<file path="src/rtl/seq_det_pkg.sv">
// Shared types, default widths and the saturating-increment helper for the
// sequence-detector event logger.
package seq_det_pkg;

  localparam int unsigned SEQ_TS_W  = 16;
  localparam int unsigned SEQ_CNT_W = 8;

  typedef logic [SEQ_TS_W-1:0] ts_t;

  // Increment val, holding at the all-ones value of a width-bit counter.
  function automatic logic [31:0] sat_inc(input logic [31:0] val, input int unsigned width);
    logic [31:0] max_v;
    max_v = (width >= 32) ? 32'hFFFF_FFFF : ((32'd1 << width) - 32'd1);
    return (val >= max_v) ? max_v : val + 32'd1;
  endfunction

endpackage

</file>
<file path="src/rtl/seq_event_fifo.sv">
// Show-ahead synchronous FIFO: the head entry is visible on rd_data whenever
// the FIFO is not empty. A push into a full FIFO is accepted only alongside a pop.
module seq_event_fifo #(
  parameter int unsigned WIDTH = 16,
  parameter int unsigned DEPTH = 4
) (
  input  logic             clk,
  input  logic             reset,
  input  logic             clr,
  input  logic             push,
  input  logic [WIDTH-1:0] wr_data,
  input  logic             pop,
  output logic [WIDTH-1:0] rd_data,
  output logic             full,
  output logic             empty
);

  localparam int unsigned PTR_W = $clog2(DEPTH);
  localparam int unsigned OCC_W = PTR_W + 1;

  logic [WIDTH-1:0] mem_q [DEPTH];
  logic [PTR_W-1:0] wr_ptr_q, wr_ptr_d;
  logic [PTR_W-1:0] rd_ptr_q, rd_ptr_d;
  logic [OCC_W-1:0] occ_q, occ_d;
  logic             do_push;
  logic             do_pop;

  assign empty   = (occ_q == '0);
  assign full    = (occ_q == OCC_W'(DEPTH));
  assign do_pop  = pop & ~empty;
  assign do_push = push & (~full | do_pop);
  assign rd_data = mem_q[rd_ptr_q];

  always_comb begin
    wr_ptr_d = wr_ptr_q;
    rd_ptr_d = rd_ptr_q;
    occ_d    = occ_q;
    if (clr) begin
      wr_ptr_d = '0;
      rd_ptr_d = '0;
      occ_d    = '0;
    end else begin
      if (do_push) wr_ptr_d = wr_ptr_q + PTR_W'(1);
      if (do_pop)  rd_ptr_d = rd_ptr_q + PTR_W'(1);
      occ_d = occ_q + OCC_W'(do_push) - OCC_W'(do_pop);
    end
  end

  always_ff @(posedge clk or posedge reset) begin
    if (reset) begin
      wr_ptr_q <= '0;
      rd_ptr_q <= '0;
      occ_q    <= '0;
    end else begin
      wr_ptr_q <= wr_ptr_d;
      rd_ptr_q <= rd_ptr_d;
      occ_q    <= occ_d;
    end
  end

  // Storage needs no reset: entries are only observable while occupancy covers them.
  always_ff @(posedge clk) begin
    if (do_push && !clr) mem_q[wr_ptr_q] <= wr_data;
  end

endmodule

</file>
<file path="src/rtl/seq_match_event_logger.sv">
// Timestamps detector match pulses with a free-running cycle counter, queues the
// stamps for valid/ready readout, and tracks match/drop counts plus sticky overflow.
module seq_match_event_logger
  import seq_det_pkg::*;
#(
  parameter int unsigned TS_W  = SEQ_TS_W,
  parameter int unsigned DEPTH = 4,
  parameter int unsigned CNT_W = SEQ_CNT_W
) (
  input  logic             clk,
  input  logic             reset,
  input  logic             clr,
  input  logic             detected,
  input  logic             evt_ready,
  output logic             evt_valid,
  output logic [TS_W-1:0]  evt_ts,
  output logic [CNT_W-1:0] match_count,
  output logic [CNT_W-1:0] drop_count,
  output logic             overflow
);

  logic [TS_W-1:0]  ts_q, ts_d;
  logic [CNT_W-1:0] match_q, match_d;
  logic [CNT_W-1:0] drop_q, drop_d;
  logic             ovf_q, ovf_d;
  logic [TS_W-1:0]  head_ts;
  logic             fifo_full;
  logic             fifo_empty;
  logic             drop;

  seq_event_fifo #(
    .WIDTH (TS_W),
    .DEPTH (DEPTH)
  ) u_fifo (
    .clk     (clk),
    .reset   (reset),
    .clr     (clr),
    .push    (detected),
    .wr_data (ts_q),
    .pop     (evt_ready),
    .rd_data (head_ts),
    .full    (fifo_full),
    .empty   (fifo_empty)
  );

  // A full FIFO still takes a stamp when the head leaves in the same cycle.
  assign drop = detected & fifo_full & ~evt_ready;

  always_comb begin
    ts_d    = ts_q;
    match_d = match_q;
    drop_d  = drop_q;
    ovf_d   = ovf_q;
    if (clr) begin
      ts_d    = '0;
      match_d = '0;
      drop_d  = '0;
      ovf_d   = 1'b0;
    end else begin
      ts_d = ts_q + TS_W'(1);
      if (detected) match_d = CNT_W'(sat_inc(32'(match_q), CNT_W));
      if (drop) begin
        drop_d = CNT_W'(sat_inc(32'(drop_q), CNT_W));
        ovf_d  = 1'b1;
      end
    end
  end

  always_ff @(posedge clk or posedge reset) begin
    if (reset) begin
      ts_q    <= '0;
      match_q <= '0;
      drop_q  <= '0;
      ovf_q   <= 1'b0;
    end else begin
      ts_q    <= ts_d;
      match_q <= match_d;
      drop_q  <= drop_d;
      ovf_q   <= ovf_d;
    end
  end

  assign evt_valid   = ~fifo_empty;
  assign evt_ts      = fifo_empty ? '0 : head_ts;
  assign match_count = match_q;
  assign drop_count  = drop_q;
  assign overflow    = ovf_q;

endmodule

</file>
<file path="config.mk">
export PLATFORM = sky130hd
export DESIGN_NAME = seq_match_event_logger
export DESIGN_NICKNAME = d
export VERILOG_FILES = /design/src/rtl/seq_det_pkg.sv /design/src/rtl/seq_event_fifo.sv /design/src/rtl/seq_match_event_logger.sv
export SDC_FILE = /design/constraint.sdc
export NUM_CORES = 1
export LEC_CHECK = 0
export ABC_AREA = 1
export CORE_ASPECT_RATIO = 1.1
export CORE_UTILIZATION = 55
export DETAILED_ROUTE_END_ITERATION = 7
export GPL_TIMING_DRIVEN = 0
export PLACE_DENSITY = 0.73
export SYNTH_ARGS = -nofsm -noshare
export SYNTH_HDL_FRONTEND = slang
export SYNTH_SLANG_ARGS = --single-unit
</file>
<file path="constraint.sdc">
create_clock -name clk -period 3.4 [get_ports clk]
set_clock_uncertainty 0.2 [all_clocks]
set_input_delay 0.68 -clock clk [delete_from_list [all_inputs] [get_ports clk]]
set_output_delay 0.68 -clock clk [all_outputs]
set_load 0.02 [all_outputs]
</file>
==> flow_summary.json <==
{
  "outcome": "complete, no violations",
  "dieHeight_um": 99.22,
  "critical_path.slowest_cell": "clkdlybuf4s50_1",
  "nNetsFinal": 557,
  "worst_pin_slew_ns": 0.9007,
  "path_class": "register to output port",
  "synth_edf_count": 64,
  "critPathMaxFanout": 10,
  "min_path_type": "register to register",
  "grt_usage_pct": 22.70,
  "viasPerCell": 5.181,
  "clock-root-buffer": "clkbuf_8",
  "finalSetupTns_ns": 0,
  "end_kind": "output port",
  "synth-seq-cells": 104,
  "grt_antenna_before_repair": 0,
  "dp_hpwl_mm": 6.266,
  "critPathArrivalTime_ns": 2.20,
  "drv_slew": 0,
  "antennaDiodeCount": 0,
  "cts_buffer_depth": 2,
  "area_growth_pct": 15.36,
  "ctsResizeCount": 0,
  "ir_worst_vdd_mv": 0.2963,
  "slew_headroom_pct": 39.89,
  "synth_fp_nets": 507,
  "port_buffers": 37,
  "avgRoutedWirePerCell_um": 14.02,
  "power.share.switching_pct": 32.30,
  "core_sq_um": 8364,
  "final_cell_mix": "nor2_1, nand2_1, edfxtp_1, o21ai_0, inv_1",
  "p_sw_uw": 1004,
  "cts.reportedPaths.clkPinSlew_ns": 0.09,
  "ys_seq_area_share_pct": 61.85,
  "ys_top_cells_by_area": "edfxtp_1, dfrtp_1, nor2_1, nand2_1, o21ai_0",
  "synth_area_per_cell_sq_um": 9.605,
  "vias": 3409,
  "grt_pass1_vias": 3368,
  "layout_commonest_cell": "nor2_1",
  "dr.pass1.iters": 4,
  "pwr-share-seq_pct": 46.1,
  "syn_area_sq_um": 4726,
  "synth_area_leader_cell": "edfxtp_1",
  "yosysUniqueCellTypes": 27,
  "yosysWarningCount": 0,
  "cap_violations": 0,
  "final_core_util_pct": 65.18,
  "place_congestion": 0.7925,
  "p_leak_uw": 0.002201,
  "rows": 35,
  "syn-instance-count": 492,
  "startpoint_type": "register",
  "synth_ff_type": "edfxtp_1",
  "synth_top_area_share_pct": 40.67,
  "timing.fmax_ghz": 0.3244,
  "period_share_pct": 90.66,
  "postCtsHoldBufs": 0,
  "power-per-cell-area_nw_per_um2": 570.3,
  "start_util_pct": 56.50,
  "drc": 0,
  "power_uw": 3109,
  "grt_pass1_wl_mm": 15.68,
  "clock-sinks": 104,
  "htree_levels": 3,
  "cts_buffers": 9,
  "finalCriticalPeriod_ns": 3.082,
  "max_stage_delay_ns": 0.55,
  "first_iter_violations": 123,
  "die_area_sq_um": 8968,
  "post_cts_buffers": 0,
  "antenna_left": 0,
  "pin_count": 39,
  "setup_violations": 0,
  "crit_required_ns": 2.52,
  "grt_max_degree": 41,
  "crit_chain": "nor2_2 > nand2_1 > inv_2 > buf_2 > a21oi_1 > clkdlybuf4s50_1",
  "clock_latency_ns": 0.36,
  "power.internal_uw": 2105,
  "grt_overflow": 0,
  "cts_tree": "built",
  "clkPwrFrac_pct": 24.3,
  "die_x_um": 90.38,
  "hold_viol": 0,
  "rsz0062_at_grt": "no",
  "combPwrFrac_pct": 29.6,
  "routed_wl_mm": 9.225,
  "drive_above_1_share_pct": 8.775,
  "async_flop_share_pct": 38.46
}
[cells in the mapped netlist, types with 3 or more instances]
cell type	instances
dfrtp_1	40
nand2_1	77
nor2_2	4
clkbuf_2	3
nand4_1	5
ha_1	9
nand3_1	15
o21ai_1	6
a21oi_1	26
buf_2	6
o21bai_1	3
nor3_1	3
nor2_1	109
nand2_2	3
inv_2	4
inv_1	47
o21ai_0	52
edfxtp_1	64
buf_4	4
nand3_2	3
[sequential cells by signal (all words and copies together), names as in the netlist]
name	flops
u_fifo.wr_ptr_q	2
overflow	1
u_fifo.occ_q	3
u_fifo.rd_ptr_q	2
drop_count	8
match_count	8
ts_q	16
u_fifo.mem_q	64
[worst paths after layout]
path,start,end,slack (ns),cells past startpoint
worst max-delay path,u_fifo.occ_q[1],evt_ts[9],0.32,6
worst min-delay path,ts_q[15],u_fifo.mem_q[2][15],0.34,0
worst max register to register,u_fifo.occ_q[1],u_fifo.occ_q[2],0.97,11
worst min register to register,ts_q[15],u_fifo.mem_q[2][15],0.34,0
max in group asynchronous,reset,ts_q[1],1.87,2
min in group asynchronous,reset,drop_count[5],0.60,2
[cell type report]
class                      instances  area [sq um]
sequential                       104          2923
fill                             640          2913
multi-input combinational        323          1538
timing repair buffer              39         392.9
inverter                          51         191.4
tap                              111         138.9
clock buffer                      11         131.4
buffer                            14         78.83
clock inverter                     5         57.56
[metrics by stage]
step	setup slack, ns	instances	instance area, sq um	hold slack, ns
2_1_floorplan	0.9992	492	4726	0.2760
3_3_place_gp	-0.09314	640	5235	0.3092
3_5_place_dp	0.2609	642	5263	0.3213
4_1_cts	0.2929	658	5451	0.3382
5_1_grt	0.1594	658	5451	0.3536
6_report	0.3177	658	5451	0.3363
[critical path: cells and delay by family, from the launching register on]
family	cells	cell delay, ns
AOI/OAI and AO/OA	1	0.09
buffers and inverters	3	0.98
DFF	1	0.45
and+or+nand+nor	2	0.33
[routing by layer]
| metal | share of wire [%] | global-route usage [%] | up-vias |
|---|---|---|---|
| li1 | - | - | 1711 |
| met5 | 0 | 0 | - |
| met1 | 43 | 27.63 | 1584 |
| met3 | 4.8 | 3.517 | 18 |
| met4 | 2.2 | 11.17 | 0 |
| met2 | 50 | 39.69 | 96 |
[cell families (layout without fill, tap and decap cells)]
group,count (synthesis),count (layout),share of synthesized area (%)
simple gates,221,221,19.38
compound gates,90,90,9.875
buf+inv,65,120,5.719
fa+ha+maj,10,10,2.807
xor+xnor,2,2,0.3707
flops,104,104,61.85
[power groups by stage]
| stage | logic, uW | registers, uW | clock network [uW] |
|---|---|---|---|
| 3_5_place_dp | 924 | 1460 | 0 |
| 4_1_cts | 929 | 1430 | 767 |
| 3_3_place_gp | 902 | 1460 | 0 |
| 5_1_grt | 1010 | 1440 | 815 |
| 6_report | 920 | 1430 | 756 |
| 2_1_floorplan | 556 | 1460 | 0 |
Note: power is estimated with default switching activity, not from simulation.
